**config.mk**
```make
export PLATFORM = sky130hd
export DESIGN_NAME = bcd_timer_counter
export DESIGN_NICKNAME = d
export VERILOG_FILES = /design/src/rtl/bcd_timer_counter.sv
export SDC_FILE = /design/constraint.sdc
export NUM_CORES = 1
export LEC_CHECK = 0
export BUFFER_PORTS_ARGS = -buffer_cell sky130_fd_sc_hd__buf_4
export CAP_MARGIN = 20
export CORE_AREA = 2 2 65 67
export CTS_BUF_LIST = sky130_fd_sc_hd__clkbuf_4 sky130_fd_sc_hd__clkbuf_8 sky130_fd_sc_hd__clkbuf_16
export CTS_CLUSTER_SIZE = 12
export DETAILED_ROUTE_END_ITERATION = 8
export DIE_AREA = 0 0 67 69
export MAX_ROUTING_LAYER = met4
export PLACE_DENSITY_LB_ADDON = 0.05
export SLEW_MARGIN = 10
export SYNTH_ARGS = -nofsm -noshare
export SYNTH_HDL_FRONTEND = slang
export SYNTH_SLANG_ARGS = --single-unit
```
**constraint.sdc**
```tcl
create_clock -name i_clk -period 2.8 [get_ports i_clk]
set_clock_uncertainty 0.2 [all_clocks]
set_input_delay 0.28 -clock i_clk [delete_from_list [all_inputs] [get_ports i_clk]]
set_output_delay 0.28 -clock i_clk [all_outputs]
set_load 0.05 [all_outputs]
```
**src/rtl/bcd_timer_counter.sv**
```systemverilog
// Multi-digit BCD up-counter with prescaler, start/stop FSM, clear and load.
// Digit increments ripple combinationally through a chain of per-digit cells.

// Single-digit BCD incrementor: 9 with carry wraps to 0 and carries out.
module bcd_digit_inc (
  input  logic [3:0] i_d,
  input  logic       i_ci,
  output logic [3:0] o_q,
  output logic       o_co
);
  // Combinational increment with carry.
  always_comb begin
    o_q  = i_d;
    o_co = 1'b0;
    if (i_ci) begin
      if (i_d == 4'd9) begin
        o_q  = 4'd0;
        o_co = 1'b1;
      end else begin
        o_q = i_d + 4'd1;
      end
    end
  end
endmodule

module bcd_timer_counter #(
  parameter int NUM_DIGITS = 4,
  parameter int PRESCALE   = 100000
) (
  input  logic                    i_clk,
  input  logic                    i_rst_n,
  input  logic                    i_start,
  input  logic                    i_stop,
  input  logic                    i_clear,
  input  logic                    i_load,
  input  logic [4*NUM_DIGITS-1:0] i_load_value,
  output logic [4*NUM_DIGITS-1:0] o_digits,
  output logic                    o_running,
  output logic                    o_tick,
  output logic                    o_overflow,
  output logic                    o_load_err
);
  localparam int DW = 4 * NUM_DIGITS;
  // At least one prescaler bit so PRESCALE=1 still elaborates.
  localparam int PW = (PRESCALE > 1) ? $clog2(PRESCALE) : 1;
  localparam logic [PW-1:0] PRE_MAX = PW'(PRESCALE - 1);

  typedef enum logic {ST_STOPPED = 1'b0, ST_RUNNING = 1'b1} state_e;

  state_e          state_q, state_d;
  logic [DW-1:0]   digits_q, digits_d;
  logic [PW-1:0]   presc_q, presc_d;
  logic            tick_q, tick_d;
  logic            ovf_q, ovf_d;
  logic            lerr_q, lerr_d;

  logic [DW-1:0]         inc_digits;
  logic [NUM_DIGITS:0]   carry;
  logic [DW-1:0]         load_clean;
  logic                  load_bad;
  logic                  step;

  // Digit 0 always sees carry_in=1; the chain forms the +1 ripple.
  assign carry[0] = 1'b1;

  genvar g;
  generate
    for (g = 0; g < NUM_DIGITS; g++) begin : g_dig
      bcd_digit_inc u_inc (
        .i_d  (digits_q[4*g +: 4]),
        .i_ci (carry[g]),
        .o_q  (inc_digits[4*g +: 4]),
        .o_co (carry[g+1])
      );
    end
  endgenerate

  // Replace any non-BCD load nibble with 0 and flag it.
  always_comb begin
    load_clean = i_load_value;
    load_bad   = 1'b0;
    for (int i = 0; i < NUM_DIGITS; i++) begin
      if (i_load_value[4*i +: 4] > 4'd9) begin
        load_clean[4*i +: 4] = 4'd0;
        load_bad             = 1'b1;
      end
    end
  end

  assign step = (state_q == ST_RUNNING) && (presc_q == PRE_MAX);

  // Next-state: written lowest priority first so later ifs override
  // (step < start/stop < load < clear).
  always_comb begin
    state_d  = state_q;
    digits_d = digits_q;
    presc_d  = presc_q;
    tick_d   = 1'b0;
    ovf_d    = ovf_q;
    lerr_d   = 1'b0;

    if (state_q == ST_RUNNING) presc_d = step ? '0 : presc_q + PW'(1);

    if (step) begin
      digits_d = inc_digits;
      tick_d   = 1'b1;
      if (carry[NUM_DIGITS]) ovf_d = 1'b1;
    end

    if (i_stop) begin
      state_d = ST_STOPPED;
    end else if (i_start) begin
      state_d = ST_RUNNING;
      // Fresh start: first step lands exactly PRESCALE cycles later.
      if (state_q == ST_STOPPED) presc_d = '0;
    end

    // Step only happens while RUNNING, so it never collides with a load.
    if (i_load && (state_q == ST_STOPPED)) begin
      digits_d = load_clean;
      lerr_d   = load_bad;
    end

    if (i_clear) begin
      digits_d = '0;
      presc_d  = '0;
      ovf_d    = 1'b0;
      tick_d   = 1'b0;
      lerr_d   = 1'b0;
    end
  end

  // State register with synchronous active-low reset.
  always_ff @(posedge i_clk) begin
    if (!i_rst_n) begin
      state_q  <= ST_STOPPED;
      digits_q <= '0;
      presc_q  <= '0;
      tick_q   <= 1'b0;
      ovf_q    <= 1'b0;
      lerr_q   <= 1'b0;
    end else begin
      state_q  <= state_d;
      digits_q <= digits_d;
      presc_q  <= presc_d;
      tick_q   <= tick_d;
      ovf_q    <= ovf_d;
      lerr_q   <= lerr_d;
    end
  end

  assign o_digits   = digits_q;
  assign o_running  = (state_q == ST_RUNNING);
  assign o_tick     = tick_q;
  assign o_overflow = ovf_q;
  assign o_load_err = lerr_q;
endmodule
```
[Word level (Yosys, flattened, before mapping)]
Cells that the tools add are included.
Storage, ports and cells
  input port bits: 22
  output and inout bits: 20
  word-level logic and storage cells: 69
  bits in registers: 37
Cells by class
  order comparisons: 4
  equality and inequality tests: 5
  reductions and logical operators: 13
  bitwise gates (word level): 3
  add/subtract/negate cells: 5
  multiplexer cells: 30
Operator list (count)
  17-bit 2-to-1 mux: 5
  4-bit 2-to-1 mux: 11
  16-bit 2-to-1 mux: 2
  17-bit by 1-bit adder with 17-bit output, second input constant: 1
  17-bit equality test, second input constant: 1
  4-bit by 1-bit adder with 4-bit output, second input constant: 4
  4-bit equality test, second input constant: 4
  4-bit greater-than comparator, second input constant: 4
  1-bit 2-to-1 mux: 12
  2-bit AND reduction: 4
  2-bit nonzero test: 4
  2-bit OR reduction: 2
  1-bit NOT: 3
  3-bit OR reduction: 1
  1-bit logical AND: 2

[Logic depth before layout (Yosys ltp)]
Gate-level depths: netlist of run 1.
  depth after elaboration: 7
  depth in mapped cells: 8
  mapped depth without buffers: 6

[Cells and area by module]
From an unflattened synthesis of run 1, not the netlist that was laid out.
Unflattened totals
  cells, all modules: 272
  area, all modules: 2207.1 µm²
Modules (own cells, without submodules)
  bcd_timer_counter: seq. area each 740.7 µm², area an instance 1836.8 µm², cells each 220, times used 1
  bcd_digit_inc: seq. area each 0.0 µm², area an instance 92.6 µm², cells each 13, times used 4

[Worst setup path before layout of run 1]
Ideal clock, no wire load.
  path type: register to register
  from: register digits_q[7], in the netlist o_digits[7]
  to: register digits_q[14], in the netlist o_digits[14]
  path buffers: 0
  period minus slack after synthesis: 2.326 ns
  data arrival time: 2.035 ns
  library setup time: 0.091 ns
  path slack: 0.474 ns
  required time: 2.509 ns
  cell stages (with the launch flop): 6
  cells stage by stage: dfxtp_1 -> nor4bb_1 -> and4bb_2 -> nand4_4 -> or3_1 -> a311oi_1
On the way
  longest elaborated chain between the ends: 6
RTL lines
  from (decl): RTL line 51  | logic [DW-1:0] digits_q, digits_d;
  from (signal assigned): RTL line 144  | digits_q <= digits_d;
  4-bit equality test: RTL line 16  | if (i_d == 4'd9) begin
  1-bit 2-to-1 mux: RTL line 16
  1-bit 2-to-1 mux (2 in series): RTL line 15  | if (i_ci) begin
  2-bit nonzero test (no source line)
  2-bit AND reduction (no source line)
No other way between the ends.
A chain may end at the register's enable or synchronous reset.

[Final worst setup path of run 1]
  from: register presc_q[11]
  to: register digits_q[9], in the netlist o_digits[9]
On the way
  longest elaborated chain between the ends: 4
RTL lines
  from (decl): RTL line 52  | logic [PW-1:0] presc_q, presc_d;
  from (signal assigned): RTL line 145  | presc_q <= presc_d;
  17-bit equality test: RTL line 90  | assign step = (state_q == ST_RUNNING) && (presc_q == PRE_MAX);
  1-bit logical AND: RTL line 90
  2-bit nonzero test (no source line)
  2-bit AND reduction (no source line)
No other way between the ends.

==> results of run 1 <==
layout by cell type, fill, tap and decap left out, types with 2 or more instances in the layout:
cell type | Yosys | layout
xor2_1 | 18 | 18
buf_4 | 1 | 47
nor3_1 | 4 | 4
nor2b_1 | 5 | 5
inv_1 | 10 | 10
mux2i_1 | 2 | 2
a21oi_1 | 21 | 21
clkbuf_8 | 0 | 6
nand2_1 | 24 | 24
nand3b_1 | 2 | 2
nor4bb_1 | 2 | 2
or3_1 | 3 | 3
nor3b_1 | 3 | 3
nand2b_1 | 5 | 5
nand3_1 | 9 | 9
a31oi_1 | 4 | 4
o21ai_0 | 12 | 12
and4_1 | 2 | 2
a211oi_1 | 5 | 5
or4_4 | 2 | 2
xnor2_1 | 5 | 5
dfxtp_1 | 37 | 37
o211ai_2 | 2 | 2
and3_1 | 3 | 3
nor2_1 | 27 | 27
a211o_1 | 3 | 3
nand4_1 | 6 | 6
cell families after synthesis:
family                   Yosys count  synth area share (%)
multiplexers                       3                  1.54
adder cells (fa/ha/maj)            1                 0.615
AND/OR/NAND/NOR                  105                  29.0
flip-flops                        37                  36.4
XOR/XNOR                          23                  9.91
buffers and inverters             19                  4.06
AO/OA/AOI/OAI                     58                  18.4
state kept, by name (all words and copies together), names as in the netlist:
signal	cells
o_overflow	1
o_load_err	1
o_digits	16
presc_q	17
o_tick	1
o_running	1
final cells by class:
class / count / area, um^2
clock buffers: 7 / 90.1
repair buffers: 48 / 363
multi-input cells: 190 / 1210
inverters: 10 / 37.5
fillers: 357 / 1410
flip-flops and latches: 37 / 741
well taps: 50 / 62.6
stage by stage:
step	instances	power (W)	utilization, %	hold slack, ns
5_1_grt	342	0.00112	64.0	0.0903
3_3_place_gp	334	0.000710	61.4	0.249
4_1_cts	342	0.00108	64.0	0.0754
3_5_place_dp	334	0.000710	61.4	0.253
6_report	342	0.00107	64.0	0.0801
2_1_floorplan	246	0.000650	-	0.156
final timing paths:
kind | from | to
worst min register to register | o_overflow | o_overflow
worst max-delay path | presc_q[11] | o_digits[9]
worst min-delay path | i_rst_n | o_running
worst max register to register | presc_q[11] | o_digits[9]
power groups by stage:
| stage | registers, W | clock network (W) | logic [W] |
|---|---|---|---|
| after global routing | 0.000552 | 0.000405 | 0.000163 |
| after detailed placement | 0.000562 | 0 | 0.000148 |
| after CTS | 0.000550 | 0.000383 | 0.000150 |
| final | 0.000550 | 0.000375 | 0.000149 |
| after floorplan | 0.000590 | 0 | 0.0000606 |
| after global placement | 0.000562 | 0 | 0.000148 |
per-layer routing:
| layer | wire [um] | vias to the layer above | GRT usage [%] |
|---|---|---|---|
| met2 | 2160 | 38 | 33.3 |
| li1 | - | 974 | - |
| met3 | 262 | 6 | 5.71 |
| met1 | 2220 | 852 | 28.5 |
| met5 | 0 | - | - |
| met4 | 44 | 0 | 5.44 |
worst reg2reg max path, stage by stage, from the launching register on:
cell and delay, ns:
dfxtp_1 0.34, or4_4 0.55, nor3_4 0.40, buf_4 0.22
nand2_2 0.05, or4_4 0.47, o211ai_2 0.08
synthesized netlist by cell type (all sizes together), types with 2 or more instances:
| cell type | number | area, um^2 |
|---|---|---|
| buf | 4 | 26.3 |
| nor2b | 5 | 31.3 |
| xor2 | 18 | 158 |
| nand4 | 7 | 58.8 |
| inv | 10 | 37.5 |
| a211oi | 5 | 37.5 |
| nor2 | 27 | 101 |
| a31oi | 4 | 25.0 |
| nor3b | 3 | 22.5 |
| and3 | 4 | 26.3 |
| nor3 | 5 | 36.3 |
| a21oi | 21 | 105 |
| or4 | 2 | 22.5 |
| o211ai | 2 | 25.0 |
| nand2b | 5 | 31.3 |
| nand3 | 10 | 55.1 |
| nand2 | 25 | 96.4 |
| a211o | 3 | 26.3 |
| nor4bb | 2 | 20.0 |
| or3 | 3 | 18.8 |
| xnor2 | 5 | 43.8 |
| clkbuf | 5 | 18.8 |
| o21ai | 12 | 60.1 |
| dfxtp | 37 | 741 |
| mux2i | 2 | 20.0 |
| and4 | 2 | 17.5 |
| nand3b | 2 | 15.0 |
==> metrics.txt, run 1 <==
Peak VDD IR 0.301 mV; final hold violations 0; Setup TNS Final 0 ns; DR vias/cell approximately 5.5; minimum clock period 2.38 ns; EDFF count, synth 0; largest net degree at the start of global routing 19; global-route usage over all layers 21.8%; Worst Path Arrival about 2.4 ns; hold depth 2; Top Family by Delay on Critical Path simple AND/OR/NAND/NOR gates; R2R setup slack roughly 0.42 ns; Critical Path RT about 2.8 ns; Synth cell types 50; Reg2Reg Depth 6; fin. max-slew vios 0; Yosys Warn Count 0; Initial Utilization ~52%; cts repair resizes 0; Max Clk Rate 419 MHz; Least-Margin Pin Slew roughly 0.64 ns; share of power burned in registers 51.2%; first-pass GRT wire length around 7800 um; sequential fraction of the synthesis area between 30% and 40%; Detailed Place HPWL 3460 um; post-synthesis area per instance between 8 and 9 um^2; internal power ~0.00080 W; Clock Pin Slew Worst Setup and Hold Paths roughly 0.070 ns; Hold WC Path Type in -> reg; DR pass1 iterations 4; Post-CTS Setup Bufs 0; kind of critical path reg -> reg; nets 315; drt total wl roughly 4700 um; die width roughly 67 um; WP buf/inv 1; cts hold-fix bufs 1; crit-path cells or4_4 -> nor3_4 -> buf_4 -> nand2_2 -> or4_4 -> o211ai_2; Levels on crit path 6; PD cells around 430 nW/um^2; flops & latches, synth 37; share of layout cells above drive strength 1 22.6%; max_slew headroom between 50% and 60%; CTS Sinks 37; Psw 0.000273 W; sw frac about a quarter; antenna-violating nets left 0; CTS tree yes; Primary FF master, synth dfxtp_1; routed length per placed instance ~14 um; # diodes 0; Clock Power Share between 30% and 40%; synthesized cell area 2030 um^2; pre-CTS setup slack between 0.4 and 0.5 ns; post-route clock period utilization between 80% and 90%; Placed Area approximately 2400 um^2; GP Congestion 0.857; I/O Buffers a little over 40; H-tree level count 2; Comb pwr share around 14%; clk_lat worst skew approximately 0.28 ns; asr flop ratio synth 0%; unrepaired setup endpoints after global routing no; P&R area growth vs syn 23.1%; Worst Setup Start Kind flip-flop; P_leak ~0.95 nW; die height just under 70 um; Crit. End Element flip-flop; drc violations 0; syn nets between 200 and 300; Post-Syn Instances 246; outcome finished clean; Initial DRC Count between 100 and 150; vias in the first global route approximately 1800; initial antenna violation count 0; Clk Tree Root Cell clkbuf_8; Worst Slack Setup Final 0.416 ns; CP peak stage delay between 0.5 and 0.6 ns; core box area 3910 um^2; via count 1870; Max FO, Critical Path 7; slowest library cell on the worst path or4_4; CP most frequent cell or4_4; grt ovf 0; fin area approximately 2500 um^2; Final Setup Violations 0; total of max-cap violations 0; die area ~4600 um^2; # rows 23; Clock Path Buffers 2; TritonCTS Buffers 5; # IOs 42
Note: power is estimated with default switching activity, not from simulation.
==> run 2, diff against run 1 <==
Settings changed: RECOVER_POWER set to 25, SETUP_SLACK_MARGIN set to 0.02.
==> run 2 against run 1 <==
Against the previous run:
- first-iteration DRC count decreased by 20%
- largest cell class unchanged
- worst hold slack better by 0.00095 ns
- critical endpoint unchanged
- sequential share of layout area up 0.59 points
- final cell count unchanged
- maximum frequency shrank 0.18%
- clock-buffer cell count stayed put
==> metrics.txt, run 2 (synthesis gave the netlist of run 1 again) <==
outcome finished clean (unchanged); kind of critical path reg -> reg (unchanged); Post-CTS Setup Bufs 0 (unchanged); PD cells 436 nW/um^2 (was 429 nW/um^2); Comb pwr share 13.5% (was 13.9%); final hold violations 0 (unchanged); Setup TNS Final 0 ns (unchanged); sw frac 25.5% (was 25.4%); Clock Power Share 35.1% (was 34.9%); P&R area growth vs syn 20.7% (was 23.1%); max_slew headroom 56.0% (was 56.8%); via count 1867 (was 1870); vias in the first global route 1753 (unchanged); Max Clk Rate 419 MHz (about the same); die area 4620 um^2 (unchanged); Final Setup Violations 0 (unchanged); Critical Path RT 2.81 ns (about the same); Hold WC Path Type in -> reg (unchanged); H-tree level count 2 (unchanged); max reg flops 17 (unchanged); Peak VDD IR 0.301 mV (about the same); total of max-cap violations 0 (unchanged); Max FO, Critical Path 7 (unchanged); clk_lat worst skew 0.28 ns (about the same); drt total wl 4670 um (was 4680 um); unrepaired setup endpoints after global routing no (unchanged); die width 67 um (unchanged); Initial DRC Count 87 (was 109); commonest non-fill, non-tap cell in the layout dfxtp_1 (was buf_4); cts hold-fix bufs 1 (unchanged); antenna-violating nets left 0 (unchanged); first-pass GRT wire length 7800 um (unchanged); Worst Setup Start Kind flip-flop (unchanged); register name with the most flops presc_q (unchanged); TritonCTS Buffers 5 (unchanged); P_leak 0.891 nW (was 0.945 nW); initial antenna violation count 0 (unchanged); commonest non-fill, non-tap cells in the layout 37 x dfxtp_1, 34 x buf_4, 27 x nor2_1, 24 x nand2_1, 21 x a21oi_1 (was 47 x buf_4, 37 x dfxtp_1, 27 x nor2_1, 24 x nand2_1, 21 x a21oi_1); global-route usage over all layers 21.8% (unchanged); share of layout cells above drive strength 1 18.2% (was 22.6%); routed length per placed instance 13.7 um (about the same); # IOs 42 (unchanged); CTS Sinks 37 (unchanged); fin. max-slew vios 0 (unchanged); Least-Margin Pin Slew 0.661 ns (was 0.643 ns); Clock Path Buffers 2 (unchanged); Fill cells 375 (was 357); share of power burned in registers 51.4% (was 51.2%); cts repair resizes 0 (unchanged); fin area 2450 um^2 (was 2500 um^2); core box area 3910 um^2 (unchanged); minimum clock period 2.39 ns (was 2.38 ns); Placed Area 2400 um^2 (unchanged); largest net degree at the start of global routing 19 (unchanged); internal power 0.000797 W (was 0.000801 W); DR vias/cell 5.46 (was 5.47); Worst Path Arrival 2.40 ns (about the same); Clk Tree Root Cell clkbuf_8 (unchanged); Detailed Place HPWL 3460 um (unchanged); post-route clock period utilization 85.3% (was 85.1%); drc violations 0 (unchanged); grt ovf 0 (unchanged); Clock Pin Slew Worst Setup and Hold Paths 0.07 ns (about the same); DR pass1 iterations 4 (unchanged); CTS tree yes (unchanged); # rows 23 (unchanged); Crit. End Element flip-flop (unchanged); # diodes 0 (unchanged); nets 315 (unchanged); I/O Buffers 41 (unchanged); die height 69 um (unchanged); Initial Utilization 52.0% (unchanged); Psw 0.000273 W (about the same); GP Congestion 0.857 (unchanged)
## run 2: area by class of cell
cell class	count	area [um^2]	share of cell area [%]
Multi-Input combinational cell	190	1210	49.3
Timing Repair Buffer	48	314	12.8
Tap cell	50	62.6	2.55
Sequential cell	37	741	30.2
Inverter	10	37.5	1.53
Clock buffer	7	90.1	3.67
## run 2: final timing paths
| check | slack, ns | cells after the start | to | startpoint |
|---|---|---|---|---|
| hold / removal | 0.08 | 2 | o_running | i_rst_n |
| hold reg to reg | 0.27 | 1 | o_overflow | o_overflow |
| setup reg to reg | 0.41 | 6 | o_digits[9] | presc_q[11] |
| setup / recovery | 0.41 | 6 | o_digits[9] | presc_q[11] |
## run 2: routing by layer
layer / GRT usage (%) / vias up / share of wire, %
li1: - / 974 / -
met1: 28.5 / 847 / 48
met2: 33.3 / 40 / 46
met3: 5.71 / 6 / 4.9
met4: 5.44 / 0 / 0.94
met5: - / - / 0
## run 2: power groups by stage
stage                     Combinational (W)  Sequential [W]  Clock [W]
after CTS                          0.000150        0.000550   0.000383
after detailed placement           0.000148        0.000562          0
after global routing               0.000159        0.000552   0.000405
final                              0.000145        0.000550   0.000375
after floorplan                   0.0000606        0.000590          0
after global placement             0.000148        0.000562          0
## run 2: through the flow
stage | hold WS, ns | total power (W) | utilization, % | std cells | setup slack (ns)
6_report | 0.0811 | 0.00107 | 62.7 | 342 | 0.412
5_1_grt | 0.0903 | 0.00111 | 62.7 | 342 | 0.264
4_1_cts | 0.0754 | 0.00108 | 64.0 | 342 | 0.420
3_5_place_dp | 0.253 | 0.000710 | 61.4 | 334 | 0.434
3_3_place_gp | 0.249 | 0.000710 | 61.4 | 334 | 0.468
2_1_floorplan | 0.156 | 0.000650 | - | 246 | 0.474
## run 2: worst max-delay path, stage by stage, from the launching register on
cell,delay [ns]
dfxtp_1,0.34
or4_4,0.55
nor3_4,0.40
buf_4,0.22
nand2_2,0.05
or4_4,0.47
o211ai_2,0.08
